`config.mk`:
```
export PLATFORM = sky130hd
export DESIGN_NAME = rgb_hue_sequencer
export DESIGN_NICKNAME = d
export VERILOG_FILES = /design/src/rtl/rgb_hue_sequencer.sv
export SDC_FILE = /design/constraint.sdc
export NUM_CORES = 1
export LEC_CHECK = 0
export BUFFER_PORTS_ARGS = -buffer_cell sky130_fd_sc_hd__buf_2
export CORE_ASPECT_RATIO = 0.9
export CORE_MARGIN = 4
export CORE_UTILIZATION = 47
export DETAILED_ROUTE_END_ITERATION = 12
export PLACE_DENSITY_LB_ADDON = 0.1
export SYNTH_ARGS = -nofsm -noshare
export SYNTH_HDL_FRONTEND = slang
export SYNTH_SLANG_ARGS = --single-unit
export TNS_END_PERCENT = 50
```
`constraint.sdc`:
```
create_clock -name CLK100MHZ -period 6.1 [get_ports CLK100MHZ]
set_clock_uncertainty 0.05 [all_clocks]
set_input_delay 1.22 -clock CLK100MHZ [delete_from_list [all_inputs] [get_ports CLK100MHZ]]
set_output_delay 1.22 -clock CLK100MHZ [all_outputs]
set_load 0.01 [all_outputs]
```
`src/rtl/rgb_hue_sequencer.sv`:
```
// rgb_hue_sequencer: colour-wheel / manual duty source for the RGB PWM stage.
// duty = {blue, green, red}, one nibble per channel, all outputs registered.
module rgb_hue_sequencer #(
   parameter int STEP_DIV = 4
) (
   input  logic        CLK100MHZ,
   input  logic        CPU_RESETN,
   input  logic        step_tick,
   input  logic        mode,
   input  logic        hold,
   input  logic [11:0] man_duty,
   output logic [11:0] duty,
   output logic        duty_valid,
   output logic [2:0]  seg,
   output logic        cycle_done
);
   localparam int DW = $clog2(STEP_DIV) + 1;
   logic [DW-1:0] div_ctr, div_n;
   logic [3:0]    r, g, b, r_n, g_n, b_n;
   logic [2:0]    seg_n;
   logic [11:0]   duty_n;
   logic          run, fire;
   assign run  = step_tick & ~mode & ~hold;
   assign fire = run & (div_ctr == DW'(STEP_DIV - 1));
   // The step that lands the ramping channel on its end value also advances seg.
   always_comb begin
      r_n    = r;
      g_n    = g;
      b_n    = b;
      seg_n  = seg;
      div_n  = run ? (fire ? '0 : div_ctr + DW'(1)) : div_ctr;
      if (fire)
         case (seg)
            3'd0: begin g_n = g + 4'd1; if (g == 4'd14) seg_n = 3'd1; end
            3'd1: begin r_n = r - 4'd1; if (r == 4'd1)  seg_n = 3'd2; end
            3'd2: begin b_n = b + 4'd1; if (b == 4'd14) seg_n = 3'd3; end
            3'd3: begin g_n = g - 4'd1; if (g == 4'd1)  seg_n = 3'd4; end
            3'd4: begin r_n = r + 4'd1; if (r == 4'd14) seg_n = 3'd5; end
            3'd5: begin b_n = b - 4'd1; if (b == 4'd1)  seg_n = 3'd0; end
            default: seg_n = 3'd0;
         endcase
      duty_n = mode ? man_duty : {b_n, g_n, r_n};
   end
   always_ff @(posedge CLK100MHZ or negedge CPU_RESETN)
      if (!CPU_RESETN) begin
         seg        <= 3'd0;
         r          <= 4'd15;
         g          <= 4'd0;
         b          <= 4'd0;
         div_ctr    <= '0;
         duty       <= 12'h00F;
         duty_valid <= 1'b0;
         cycle_done <= 1'b0;
      end else begin
         seg        <= seg_n;
         r          <= r_n;
         g          <= g_n;
         b          <= b_n;
         div_ctr    <= div_n;
         duty       <= duty_n;
         duty_valid <= duty_n != duty;
         cycle_done <= fire & (seg == 3'd5) & (seg_n == 3'd0);
      end
endmodule

```
==> results.sh <==
export IMPL_fillers=419
export IMPL_status="completed"
export IMPL_hold_path_class="flip-flop to flip-flop"
export IMPL_total_power_mw=0.637
export IMPL_place_congestion=0.939
export IMPL_die_area_sq_um=6020
export IMPL_synth_yosys_seq_area_share_pct=35.6
export IMPL_switching_share_pct=32.0
export IMPL_dominantRegCellSynth="dfrtp_1"
export IMPL_num_rows=23
export IMPL_cpPeakStageDelay_ps=600
export IMPL_pre_cts_ws_ps=1550
export IMPL_clk_path_buf_depth=2
export IMPL_cts_resized=0
export IMPL_nets=290
export IMPL_clk_pin_slew_ps=70
export IMPL_p_comb_share_pct=25.1
export IMPL_routedWlPerCell_um=16.5
export IMPL_synth_distinct_cells=64
export IMPL_numCtsBuffers=5
export IMPL_power_share_clock_pct=31.5
export IMPL_grt_pass1_vias=1703
export IMPL_drt_total_wl_um=5330
export IMPL_io_buffers=33
export IMPL_pwr_share_seq_pct=43.4
export IMPL_viasPerCell=5.73
export IMPL_cp_max_fo=28
export IMPL_critPathKind="input pin to flip-flop"
export IMPL_worst_path_max_delay_cell="a2111oi_0"
export IMPL_antenna_found_initial=0
export IMPL_p_leak_nw=1.12
export IMPL_async_flop_share_pct=100
export IMPL_cts_num_sinks=32
export IMPL_postLayoutSetupSlackWorst_ps=1820
export IMPL_grt_max_degree=33
export IMPL_ant_nets=0
export IMPL_fmax_ghz=0.234
export IMPL_placed_cell_area_sq_um=2450
export IMPL_slew_viol_final=0
export IMPL_postSynthCellCount=237
export IMPL_drive_gt1_share_pct=24.1
export IMPL_syn_area_per_cell_sq_um=9.61
export IMPL_min_from="div_ctr[1]"
export IMPL_grt_total_usage_pct=19.4
export IMPL_powerDensity_nw_per_um2=249
export IMPL_cp_buffers_inverters=1
export IMPL_vias=1851
export IMPL_cp_start_kind="input pin"
export IMPL_synth_nets=267
export IMPL_end_kind="flip-flop"
export IMPL_yosys_warnings=0
export IMPL_setup_viol_count_final=0
export IMPL_rsz0062_at_grt="false"
export IMPL_drt_iter0_markers=111
export IMPL_num_antenna_cells=0
export IMPL_max_cap_violations=0
export IMPL_route_detailed_drc=0
export IMPL_coreArea_sq_um=4580
export IMPL_cpMostUsedCell="xor2_1"
export IMPL_ys_ff_latch=32
export IMPL_start_util_pct=49.8
export IMPL_clk_latency_ps=290
export IMPL_setup_tns_ps=0
export IMPL_path_cells="buf_2, or3b_1, a2111oi_0, xor2_1, mux2_1, xor2_1, or4b_1, or4_1"
export IMPL_fin_crit_ps=4280
export IMPL_postLayoutCoreUtil_pct=55.8
export IMPL_grt_ovfl_total=0
export IMPL_crit_family="simple AND/OR/NAND/NOR gates"
export IMPL_slew_headroom_pct=51.7
export IMPL_r2r_start="seg[0]"
export IMPL_hold_viol=0
export IMPL_cts_root_buf="clkbuf_8"
export IMPL_syn_to_final_growth_pct=12.1
export IMPL_cts_hold_buf=0
export IMPL_internal_power_mw=0.433
export IMPL_fp_dieH_um=74.0
export IMPL_p_sw_mw=0.204
export IMPL_post_route_period_util_pct=70.2
export IMPL_synth_edff_count=0
export IMPL_fp_dieW_um=81.4
export IMPL_fin_area_sq_um=2550
export IMPL_worst_pin_slew_ps=725
export IMPL_netlist_area_sq_um=2280
export IMPL_grt_pass1_wl_um=8760
export IMPL_h_tree_depth=2
export IMPL_hpwl_um=3840
export IMPL_cts_tree="built"
export IMPL_drt_pass1_iter_count=4
export IMPL_startpoint="mode"
export IMPL_vdd_drop_max_uv=136
export IMPL_critPathRequiredTime_ps=6210
export IMPL_critPathArrivalTime_ps=4390
export IMPL_ios=34
export IMPL_cts_setup_buffers=0
## cell usage after synthesis (2+ instances only)
cell type   n  area (sq um)
nor2b_1     2          12.5
o211ai_1    4          30.0
or3_1       2          12.5
nand2_1    15          56.3
a32oi_1     2          17.5
a22oi_1     3          22.5
or3b_1      2          17.5
nand2b_1    4          25.0
buf_2       7          35.0
and3b_1     2          17.5
or4_1       2          15.0
nor4b_1     2          17.5
nor3b_1     2          15.0
clkbuf_1    8          30.0
a2111oi_0   2          17.5
nor2_1      8          30.0
and3_1      3          18.8
a31oi_1     3          18.8
xnor2_1    13           114
mux2_2      8          90.1
inv_1      12          45.0
nand3_1     4          20.0
nor4_1      3          18.8
o21ai_0    10          50.1
ha_1       13           163
dfrtp_1    24           601
o2111ai_1   3          26.3
a21oi_1    10          50.1
o22ai_1     4          25.0
nor3_1      5          25.0
nand3b_1    5          37.5
dfstp_2     8           210
xor2_1     11          96.3
## through the flow
stage | hold WS, ps | std cells
floorplan | 400 | 237
global placement | 439 | 315
detailed placement | 421 | 315
CTS | 441 | 323
global route | 468 | 323
finish | 439 | 323
## state kept, by name (all words and copies together) (netlist names)
| signal | flops |
|---|---|
| duty_valid | 1 |
| r | 4 |
| g | 4 |
| cycle_done | 1 |
| seg | 3 |
| duty | 12 |
| b | 4 |
| div_ctr | 3 |
## final cells by class
class | instances | area [sq um] | area share [%]
Sequential cell | 32 | 811 | 31.7
Tap cell | 62 | 77.6 | 3.04
Timing Repair Buffer | 33 | 165 | 6.47
Multi-Input combinational cell | 176 | 1350 | 52.8
Clock buffer | 6 | 72.6 | 2.84
Inverter | 12 | 45.0 | 1.76
Clock inverter | 2 | 35.0 | 1.37
## power by group through the flow
stage | registers [mW] | logic [mW] | clock network (mW)
floorplan | 0.269 | 0.121 | 0
global placement | 0.280 | 0.159 | 0
detailed placement | 0.279 | 0.160 | 0
CTS | 0.275 | 0.161 | 0.207
global route | 0.281 | 0.182 | 0.216
finish | 0.276 | 0.160 | 0.201
## path summary, 6_finish.rpt
kind	slack, ps	cells past startpoint	endpoint
hold reg to reg	440	2	div_ctr[1]
setup / recovery	1820	8	duty_valid
setup reg to reg	2700	7	duty_valid
hold / removal	440	2	div_ctr[1]
max in group asynchronous	4600	1	g[3]
min in group asynchronous	940	1	cycle_done
## cell usage in the layout, fill, tap and decap left out, drive strengths merged, types with 2 or more instances in the layout
master | synthesis | final
buf | 8 | 33
dfrtp | 24 | 24
nand2 | 15 | 15
xnor2 | 13 | 13
ha | 13 | 13
inv | 12 | 12
xor2 | 11 | 11
a21oi | 11 | 11
o21ai | 10 | 10
nor2 | 9 | 9
mux2 | 9 | 9
dfstp | 8 | 8
clkbuf | 9 | 6
nand3b | 5 | 5
nor3 | 5 | 5
o211ai | 4 | 4
o22ai | 4 | 4
nand2b | 4 | 4
nand3 | 4 | 4
and3 | 3 | 3
a31oi | 3 | 3
a22oi | 3 | 3
nor4 | 3 | 3
o2111ai | 3 | 3
nor3b | 3 | 3
or3 | 3 | 3
nor2b | 2 | 2
and3b | 2 | 2
or3b | 2 | 2
a32oi | 2 | 2
nor4b | 2 | 2
a2111oi | 2 | 2
or4 | 2 | 2
a211oi | 2 | 2
## logic make-up after synthesis
kind of cell               after synthesis  synth area share (%)
xor gates and xnor gates                24                  9.23
buffers and inverters                   29                  5.22
and+or+nand+nor                         71                  19.2
AOI/OAI and AO/OA                       58                  18.7
muxes                                   10                  4.89
DFF                                     32                  35.6
adders and majority gates               13                  7.14
## worst reg2reg max path, delay by kind of cell, from the launching register on
kind,cells,cell delay [ps]
flops,1,730
mux,1,370
xor+xnor,2,340
simple gates,3,1190
compound gates,1,610
## routing by layer
metal	global-route usage, %	vias to the layer above	routed length, um
li1	-	909	-
met1	29.9	890	2690
met2	27.1	50	2300
met3	5.08	2	326
met4	4.13	0	19
met5	0	-	0
No activity file was read; power rests on OpenSTA's default activity.
